File: src/rtl/voice_mix_pdm.sv
// Voice tick generator, NUM_CH-voice volume/enable mixer with a saturating,
// sticky-clip output stage, and a first-order sigma-delta PDM modulator.
module voice_mix_pdm #(
  parameter int NUM_CH    = 4,
  parameter int SAMPLE_W  = 12,
  parameter int TICK_DIV  = 25,
  parameter int MIX_SHIFT = 1
) (
  input  logic                         clk,
  input  logic                         rst_n,
  input  logic [NUM_CH*SAMPLE_W-1:0]   voice_in,
  input  logic [NUM_CH-1:0]            ch_en,
  input  logic [NUM_CH*4-1:0]          vol,
  input  logic                         mute,
  input  logic                         clip_clr,
  output logic                         tick,
  output logic [SAMPLE_W-1:0]          mix_out,
  output logic                         mix_valid,
  output logic                         clip,
  output logic                         pdm_out
);

  localparam int AW = SAMPLE_W + 1 + $clog2(NUM_CH);
  localparam int CW = $clog2(TICK_DIV);
  localparam int IW = (NUM_CH > 1) ? $clog2(NUM_CH) : 1;

  localparam logic [1:0] S_IDLE  = 2'd0;
  localparam logic [1:0] S_ACCUM = 2'd1;
  localparam logic [1:0] S_SCALE = 2'd2;
  localparam logic [1:0] S_OUT   = 2'd3;

  localparam logic [SAMPLE_W-1:0] MID   = {1'b1, {(SAMPLE_W-1){1'b0}}};
  localparam logic signed [AW-1:0] R_MAX = AW'(2**(SAMPLE_W-1) - 1);
  localparam logic signed [AW-1:0] R_MIN = ~R_MAX;

  if (TICK_DIV < NUM_CH + 3) begin : g_bad_div
    $error("TICK_DIV must be at least NUM_CH+3");
  end

  logic [CW-1:0]         tick_cnt;
  logic [1:0]            state;
  logic [IW-1:0]         ch_idx;
  logic [SAMPLE_W-1:0]   snap_v [NUM_CH];
  logic [3:0]            snap_vol [NUM_CH];
  logic [NUM_CH-1:0]     snap_en;
  logic signed [AW-1:0]  acc;
  logic                  sat_q;
  logic [SAMPLE_W:0]     pacc;

  logic signed [SAMPLE_W-1:0] s_cur;
  logic [4:0]                 vol_p1;
  logic signed [SAMPLE_W+3:0] s_ext;
  logic signed [SAMPLE_W+3:0] v_ext;
  logic signed [SAMPLE_W+3:0] prod;
  logic signed [AW-1:0]       p_ext;
  logic signed [AW-1:0]       shifted;
  logic [SAMPLE_W-1:0]        r_cur;
  logic                       sat_cur;
  logic [SAMPLE_W-1:0]        mix_new;

  always_ff @(posedge clk or negedge rst_n) begin
    if (!rst_n)
      tick_cnt <= '0;
    else if (tick_cnt == CW'(TICK_DIV - 1))
      tick_cnt <= '0;
    else
      tick_cnt <= tick_cnt + CW'(1);
  end

  assign tick      = (tick_cnt == CW'(TICK_DIV - 1));
  assign mix_valid = (state == S_OUT);

  // Offset-binary to signed is an MSB flip; the product fits SAMPLE_W+4 bits
  // signed, and the floored >>>4 result never exceeds |s|.
  always_comb begin
    s_cur   = $signed(snap_v[ch_idx] ^ MID);
    vol_p1  = {1'b0, snap_vol[ch_idx]} + 5'd1;
    s_ext   = {{4{s_cur[SAMPLE_W-1]}}, s_cur};
    v_ext   = $signed({{(SAMPLE_W-1){1'b0}}, vol_p1});
    prod    = s_ext * v_ext;
    p_ext   = snap_en[ch_idx] ? AW'(prod >>> 4) : '0;
    shifted = acc >>> MIX_SHIFT;
    sat_cur = 1'b0;
    r_cur   = SAMPLE_W'(shifted);
    if (shifted > R_MAX) begin
      r_cur   = SAMPLE_W'(R_MAX);
      sat_cur = 1'b1;
    end else if (shifted < R_MIN) begin
      r_cur   = SAMPLE_W'(R_MIN);
      sat_cur = 1'b1;
    end
    mix_new = mute ? MID : (r_cur ^ MID);
  end

  // mix_out is registered on leaving SCALE so it is already valid in the OUT cycle.
  always_ff @(posedge clk or negedge rst_n) begin
    if (!rst_n) begin
      state   <= S_IDLE;
      ch_idx  <= '0;
      acc     <= '0;
      snap_en <= '0;
      mix_out <= MID;
      sat_q   <= 1'b0;
      for (int unsigned i = 0; i < NUM_CH; i++) begin
        snap_v[i]   <= '0;
        snap_vol[i] <= '0;
      end
    end else begin
      case (state)
        S_IDLE: begin
          if (tick) begin
            for (int unsigned i = 0; i < NUM_CH; i++) begin
              snap_v[i]   <= voice_in[i*SAMPLE_W +: SAMPLE_W];
              snap_vol[i] <= vol[i*4 +: 4];
            end
            snap_en <= ch_en;
            acc     <= '0;
            ch_idx  <= '0;
            state   <= S_ACCUM;
          end
        end
        S_ACCUM: begin
          acc <= acc + p_ext;
          if (ch_idx == IW'(NUM_CH - 1))
            state <= S_SCALE;
          else
            ch_idx <= ch_idx + IW'(1);
        end
        S_SCALE: begin
          mix_out <= mix_new;
          sat_q   <= sat_cur & ~mute;
          state   <= S_OUT;
        end
        S_OUT:   state <= S_IDLE;
        default: state <= S_IDLE;
      endcase
    end
  end

  // A saturation landing in the same cycle as clip_clr keeps the flag set.
  always_ff @(posedge clk or negedge rst_n) begin
    if (!rst_n)
      clip <= 1'b0;
    else if (state == S_OUT && sat_q)
      clip <= 1'b1;
    else if (clip_clr)
      clip <= 1'b0;
  end

  always_ff @(posedge clk or negedge rst_n) begin
    if (!rst_n)
      pacc <= '0;
    else
      pacc <= {1'b0, pacc[SAMPLE_W-1:0]} + {1'b0, mix_out};
  end

  assign pdm_out = pacc[SAMPLE_W];

endmodule
File: config.mk
export PLATFORM = sky130hd
export DESIGN_NAME = voice_mix_pdm
export DESIGN_NICKNAME = d
export VERILOG_FILES = /design/src/rtl/voice_mix_pdm.sv
export SDC_FILE = /design/constraint.sdc
export NUM_CORES = 1
export LEC_CHECK = 0
export ABC_AREA = 1
export ABC_CLOCK_PERIOD_IN_PS = 5700
export BUFFER_PORTS_ARGS = -buffer_cell sky130_fd_sc_hd__clkbuf_2
export CELL_PAD_IN_SITES_DETAIL_PLACEMENT = 1
export CELL_PAD_IN_SITES_GLOBAL_PLACEMENT = 2
export CORE_UTILIZATION = 32
export CTS_BUF_LIST = sky130_fd_sc_hd__clkbuf_16
export CTS_CLUSTER_DIAMETER = 60
export CTS_CLUSTER_SIZE = 14
export DETAILED_ROUTE_END_ITERATION = 6
export GPL_TIMING_DRIVEN = 0
export PLACE_DENSITY = 0.87
export SLEW_MARGIN = 15
export SYNTH_ARGS = -nofsm -noshare
export SYNTH_HDL_FRONTEND = slang
export SYNTH_SLANG_ARGS = --single-unit
export TNS_END_PERCENT = 30
File: constraint.sdc
create_clock -name clk -period 5.7 [get_ports clk]
set_input_delay 1.14 -clock clk [delete_from_list [all_inputs] [get_ports clk]]
set_output_delay 1.14 -clock clk [all_outputs]
set_load 0.02 [all_outputs]
After elaboration in Yosys (flattened, before gate mapping). Cells that the tools add are included.

Register bits: 119. Bits in latches: 0. Memory bits (writable): 0. ROM bits: 0. Bits of input ports: 72. Word-level logic and storage cells: 73. Memories kept: 0.

Add/sub/neg operators: 5. Multiply operators: 1. Divide/modulo/power cells: 0. Order comparisons: 4. Equal/unequal tests: 8. Shift operators: 0. Mux-type cells: 25. Bitwise logic cells: 5. Reduce and logical (&&, ||, !) cells: 8.

Operators with widths (count): 2-to-1 mux 12 bit (5); 2-to-1 mux 15 bit (2); one-hot mux 15 bit (2 select lines) (1); binary-select mux 12 bit (select 2 bit) (1); multiplier 12 x 6 -> 16 bit (1); adder 15 bit (1); greater-than comparator 14 x 12 -> 1 bit (second input constant) (1); less-than comparator 14 x 12 -> 1 bit (second input constant) (1); adder 12 x 12 -> 13 bit (1); binary-select mux 4 bit (select 2 bit) (1); 2-to-1 mux 2 bit (4); 2-to-1 mux 4 bit (2); one-hot mux 2 bit (4 select lines) (1); equality test 2 bit (second input constant) (3); != test 2 bit (second input constant) (3); AND reduction 2 bit (3); adder 4 x 1 -> 5 bit (second input constant) (1); adder 5 x 1 -> 5 bit (second input constant) (1); equality test 5 bit (second input constant) (1); 2-to-1 mux 1 bit (5); 2-to-1 mux 5 bit (1); one-hot mux 2 bit (2 select lines) (1); nonzero test 2 bit (2); greater-or-equal comparator 3 bit (second input constant) (1); 10 further kinds (12).

Depth between registers and ports, before layout.
Depth after elaboration: 9. Depth in mapped cells: 45. Depth with buffers taken out: 43.

Worst setup path before layout. No wires, ideal clock.

Path type: reg-to-reg. From: reg ch_idx[0]. To: reg acc[14]. Arrival: 6.078 ns. Required time: 5.583 ns. Path slack: -0.496 ns. Stages on the path, launching flop included: 44. Buffers on the path: 3. Period minus slack after synthesis: 6.196 ns. Cells stage by stage: dfrtp_1 buf_6 inv_4 buf_6 nand2_1 nand3_1 nand2_1 buf_2 ha_1 or2_2 nand2_1 nor2_1 fa_1 inv_1 fa_1 fa_1 inv_1 ha_1 [... 8 more ...] o21ai_0 nand2_1 o21ai_0 a21oi_1 ha_1 inv_1 nor4_1 nand3_1 nand3_1 nand2_1 nand2_1 nand2_2 nand2_2 nand2_2 nand2_1 nand2_1 nand3_1 nand2_1.

Word-level cells in the longest chain between the ends: 9.

Ends and longest elaborated chain: start: declaration (line 42) `logic [IW-1:0] ch_idx;`; start signal: assignment (line 127) `ch_idx <= ch_idx + IW'(1);`; NOT 2 -> 3 bit (not written as such) (line 76, 77); binary-select mux 4 bit (select 2 bit) / binary-select mux 12 bit (select 2 bit) (equally long branches) (line 77, 76); 2-to-1 mux 4 bit (not written as such) / 2-to-1 mux 12 bit (equally long branches) (2 in a row) (line 77, 76); adder 4 x 1 -> 5 bit / NOT 1 bit (equally long branches); multiplier 12 x 6 -> 16 bit (line 80) `prod = s_ext * v_ext;`; 2-to-1 mux 15 bit (*) (line 81) `p_ext = snap_en[ch_idx] ? AW'(prod >>> 4) : '0;`; adder 15 bit (*) (line 123) `acc <= acc + p_ext;`; one-hot mux 15 bit (2 select lines) (*) (line 109) `case (state)`; end signal: assignment (line 123); end: declaration (line 46) `logic signed [AW-1:0] acc;`.

Mark *: on every way between the ends. The rest lies on a longest branch, timed or not. The select of a mux whose other input is x is not followed. A chain may end at the register's enable or synchronous reset.

Worst setup path in the final report. Same ends and word-level chain as after synthesis.

==> run_results.csv <==
group,metric,value,unit
worst_setup_path,critical_path_arrival,6.48,ns
cts,path_clk_slew,0.06,ns
worst_setup_path,critical-path-max-stage-delay,0.54,ns
worst_setup_path,r2r-end,"acc[14]$_DFFE_PN0P_",
synthesis,ys_seq_elements,119,
worst_setup_path,critPathLaunch,"ch_idx[0]$_DFFE_PN0P_",
global_routing,track_usage,18.2,%
pwr,p_per_area,409,mW/mm²
synthesis,syn_inst,1068,
cells_and_area,layout_common_cells,"329 x nand2_1, 127 x inv_1, 118 x dfrtp_1, 86 x clkbuf_2, 77 x nor2_1",
cts,cts_tree,"done",
synthesis,synth_edf_count,0,
synthesis,yosysSeqAreaShare,35.9,%
die,die_w,163,µm
die,dieArea,0.0266,mm²
sta,fin_crit_sh,108,%
detailed_routing,wl_per_cell,14.9,µm
cells_and_area,fillCellCount,3081,
cts,ctsRootBufferMaster,"clkbuf_16",
sta,period_needed,6.16,ns
worst_setup_path,start_kind,"register",
worst_setup_path,crit_path_frequent_cell,"nand2_2",
place,portBuffers,87,
worst_setup_path,cpMaxStageDelayCell,"fa_1",
synthesis,syn_area_per_cell,7.77,µm²
cells_and_area,layout_commonest_cell,"nand2_1",
worst_setup_path,reg2reg_slack,-0.46,ns
sta,whs,0.469,ns
detailed_routing,post-route-drc-count,0,
cts,clockBufferDepth,2,
sta,final-hold-violation-count,0,
die,io_pins,88,
global_routing,grt_util_met1,22.6,%
die,initial_core_util,32.8,%
synthesis,yosysWarnings,0,
sta,drv_slew,0,
pwr,power.total,4.37,mW
status,status,"complete, but fails checks",
cells_and_area,nets,1388,
worst_setup_path,cp-end-kind,"register",
run,max-cap-violations,0,
place,place_congestion,0.809,
detailed_routing,detail-route-antenna-nets,0,
synthesis,yosys.area.top_type,"dfrtp_1",
min_path,hold_depth,2,
detailed_routing,drt_iter0_drc,204,
detailed_routing,routed_wl,23.4,mm
cells_and_area,fin_cells,1565,
synthesis,syn-num-nets,1234,
status,violations,"negative setup slack",
detailed_routing,via_per_inst,4.67,
synthesis,syn_area,0.00830,mm²
place,dpl-instance-area,0.00931,mm²
cts,clk_latency,0.43,ns
global_routing,grt_use_met3,2.84,%
sta,worst_slew_pin_slew,0.648,ns
sta,fin_tns_setup,-2.16,ns
die,core_area,0.0253,mm²
cells_and_area,diodes,0,
detailed_routing,route.vias.total,7308,
cells_and_area,layout-drive-gt1-share,25.3,%
global_routing,antenna_found_initial,0,
pwr,peakVddDrop,270,µV
sta,finalSetupViolations,7,
cells_and_area,final_area,0.0107,mm²
cells_and_area,area.growth.synth_to_final,28.6,%
cts,h-tree-depth,4,
global_routing,grt_max_degree,90,
sta,fin_ws,-0.462,ns
synthesis,synthTopCellsByArea,"dfrtp_1 36%, nand2_1 15%, ha_1 8.7%",
worst_setup_path,reg2regPathDepth,39,
worst_setup_path,setup.worst_path.end,"acc[14]$_DFFE_PN0P_",
pwr,leakage,5.46,nW
global_routing,use_met2,32.2,%
worst_setup_path,worstPathMaxFanout,7,
place,placed_cells,1486,
cells_and_area,final_util,42.1,%
cts,cts_sinks,119,
die,die_h,163,µm
global_routing,grt_pass1_wl,38.1,mm
min_path,hold_path.class,"register to register",
synthesis,ys.flop_type,"dfrtp_1",
worst_setup_path,path_class,"register to register",
place,dp_hpwl,17.2,mm
sta,rsz0062_at_grt,"yes",
global_routing,grt_pass1_vias,7767,
synthesis,synth_top_area_share,35.6,%
detailed_routing,drt_pass1_iterations,4,
synthesis,ys_types,51,
die,num_rows,58,
global_routing,overflow,0,
global_routing,grt_busiest_layer,"met2",
place,dp_slack,-0.936,ns
sta,fin_skew,0.0117,ns
sta,maxSlewHeadroom,56.5,%
worst_setup_path,crit_required,6.02,ns
cts,cts_buffers,17,
worst_setup_path,r2r-start,"ch_idx[0]$_DFFE_PN0P_",
sta,max_freq,162,MHz
synthesis,synth-async-reset-ratio,100,%
==> Yosys cell counts, types with 2 or more instances <==
library cell	instances
a211oi_1	3
a21oi_1	54
a22o_1	2
a31oi_1	2
a32o_1	9
buf_2	8
buf_4	2
buf_6	4
clkbuf_1	19
clkinv_1	2
dfrtp_1	118
fa_1	36
ha_1	58
inv_1	140
inv_2	7
nand2_1	341
nand2_2	11
nand3_1	33
nand3_2	3
nand4_1	5
nor2_1	93
nor2_2	2
nor3_1	6
nor4_1	2
o21ai_0	53
o21ai_2	2
o21bai_1	3
o22ai_1	2
o31ai_1	3
or2_1	2
or2_2	5
xnor2_1	6
xor2_1	14
==> area by class of cell <==
type | count | area (µm²) | area share (%)
plain buffers | 33 | 223 | 2.09
clock buffers | 17 | 425 | 3.99
clock inverters | 15 | 155 | 1.45
inverters | 150 | 573 | 5.37
multi-input cells | 766 | 5030 | 47.2
flip-flops and latches | 119 | 2980 | 27.9
well taps | 330 | 413 | 3.87
repair buffers | 135 | 866 | 8.12
==> per-layer routing <==
metal	routed length, µm	part of all wire [%]
met1	10600	45
met2	11800	50
met3	574	2.5
met4	461	2.0
met5	0	0
==> what timing repair did <==
item | 4_1_cts | 5_1_grt
buffers inserted | 24 | 23
cloned | 1 | 0
endpoints found under the setup margin | 10 | 12
pin swaps | 31 | 57
gates resized for setup | 53 | 60
hold buffers | 0 | 0
==> sequential cells by signal, summed over array words and instances, names as in the netlist <==
| name | cells |
|---|---|
| state | 2 |
| tick_cnt | 5 |
| ch_idx | 2 |
| mix_out | 12 |
| sat_q | 1 |
| pacc | 13 |
| snap_en | 4 |
| snap_vol | 16 |
| acc | 15 |
| snap_v | 48 |
| clip | 1 |
==> where the power goes <==
part / internal [mW] / total (mW) / switching [mW]
Combinational: 0.914 / 2.14 / 1.23
Clock: 0.643 / 1.08 / 0.435
Sequential: 1.02 / 1.15 / 0.129
==> cell families after synthesis <==
logic type	share of synthesized area, %
DFF	35.9
and+or+nand+nor	25.4
adders and majority gates	17.4
buffers and inverters	8.93
xor gates and xnor gates	2.11
AOI/OAI and AO/OA	10.3
==> worst min path at each step <==
stage,start,to
after detailed placement,snap_v[36]$_DFFE_PN0P_,snap_v[36]$_DFFE_PN0P_
final,snap_en[3]$_DFFE_PN0P_,snap_en[3]$_DFFE_PN0P_
after floorplan,snap_en[0]$_DFFE_PN0P_,snap_en[0]$_DFFE_PN0P_
after global routing,pacc[0]$_DFF_PN0_,pacc[0]$_DFF_PN0_
after CTS,snap_v[36]$_DFFE_PN0P_,snap_v[36]$_DFFE_PN0P_
after global placement,snap_v[36]$_DFFE_PN0P_,snap_v[36]$_DFFE_PN0P_
==> worst max-delay path, delay by kind of cell (launching register included) <==
kind            cells  cell delay, ns
fa+ha+maj           6            2.32
simple gates       19            1.87
buf+inv            10            0.96
compound gates      4            0.54
flops               1            0.39
No activity file was read; power rests on OpenSTA's default activity.
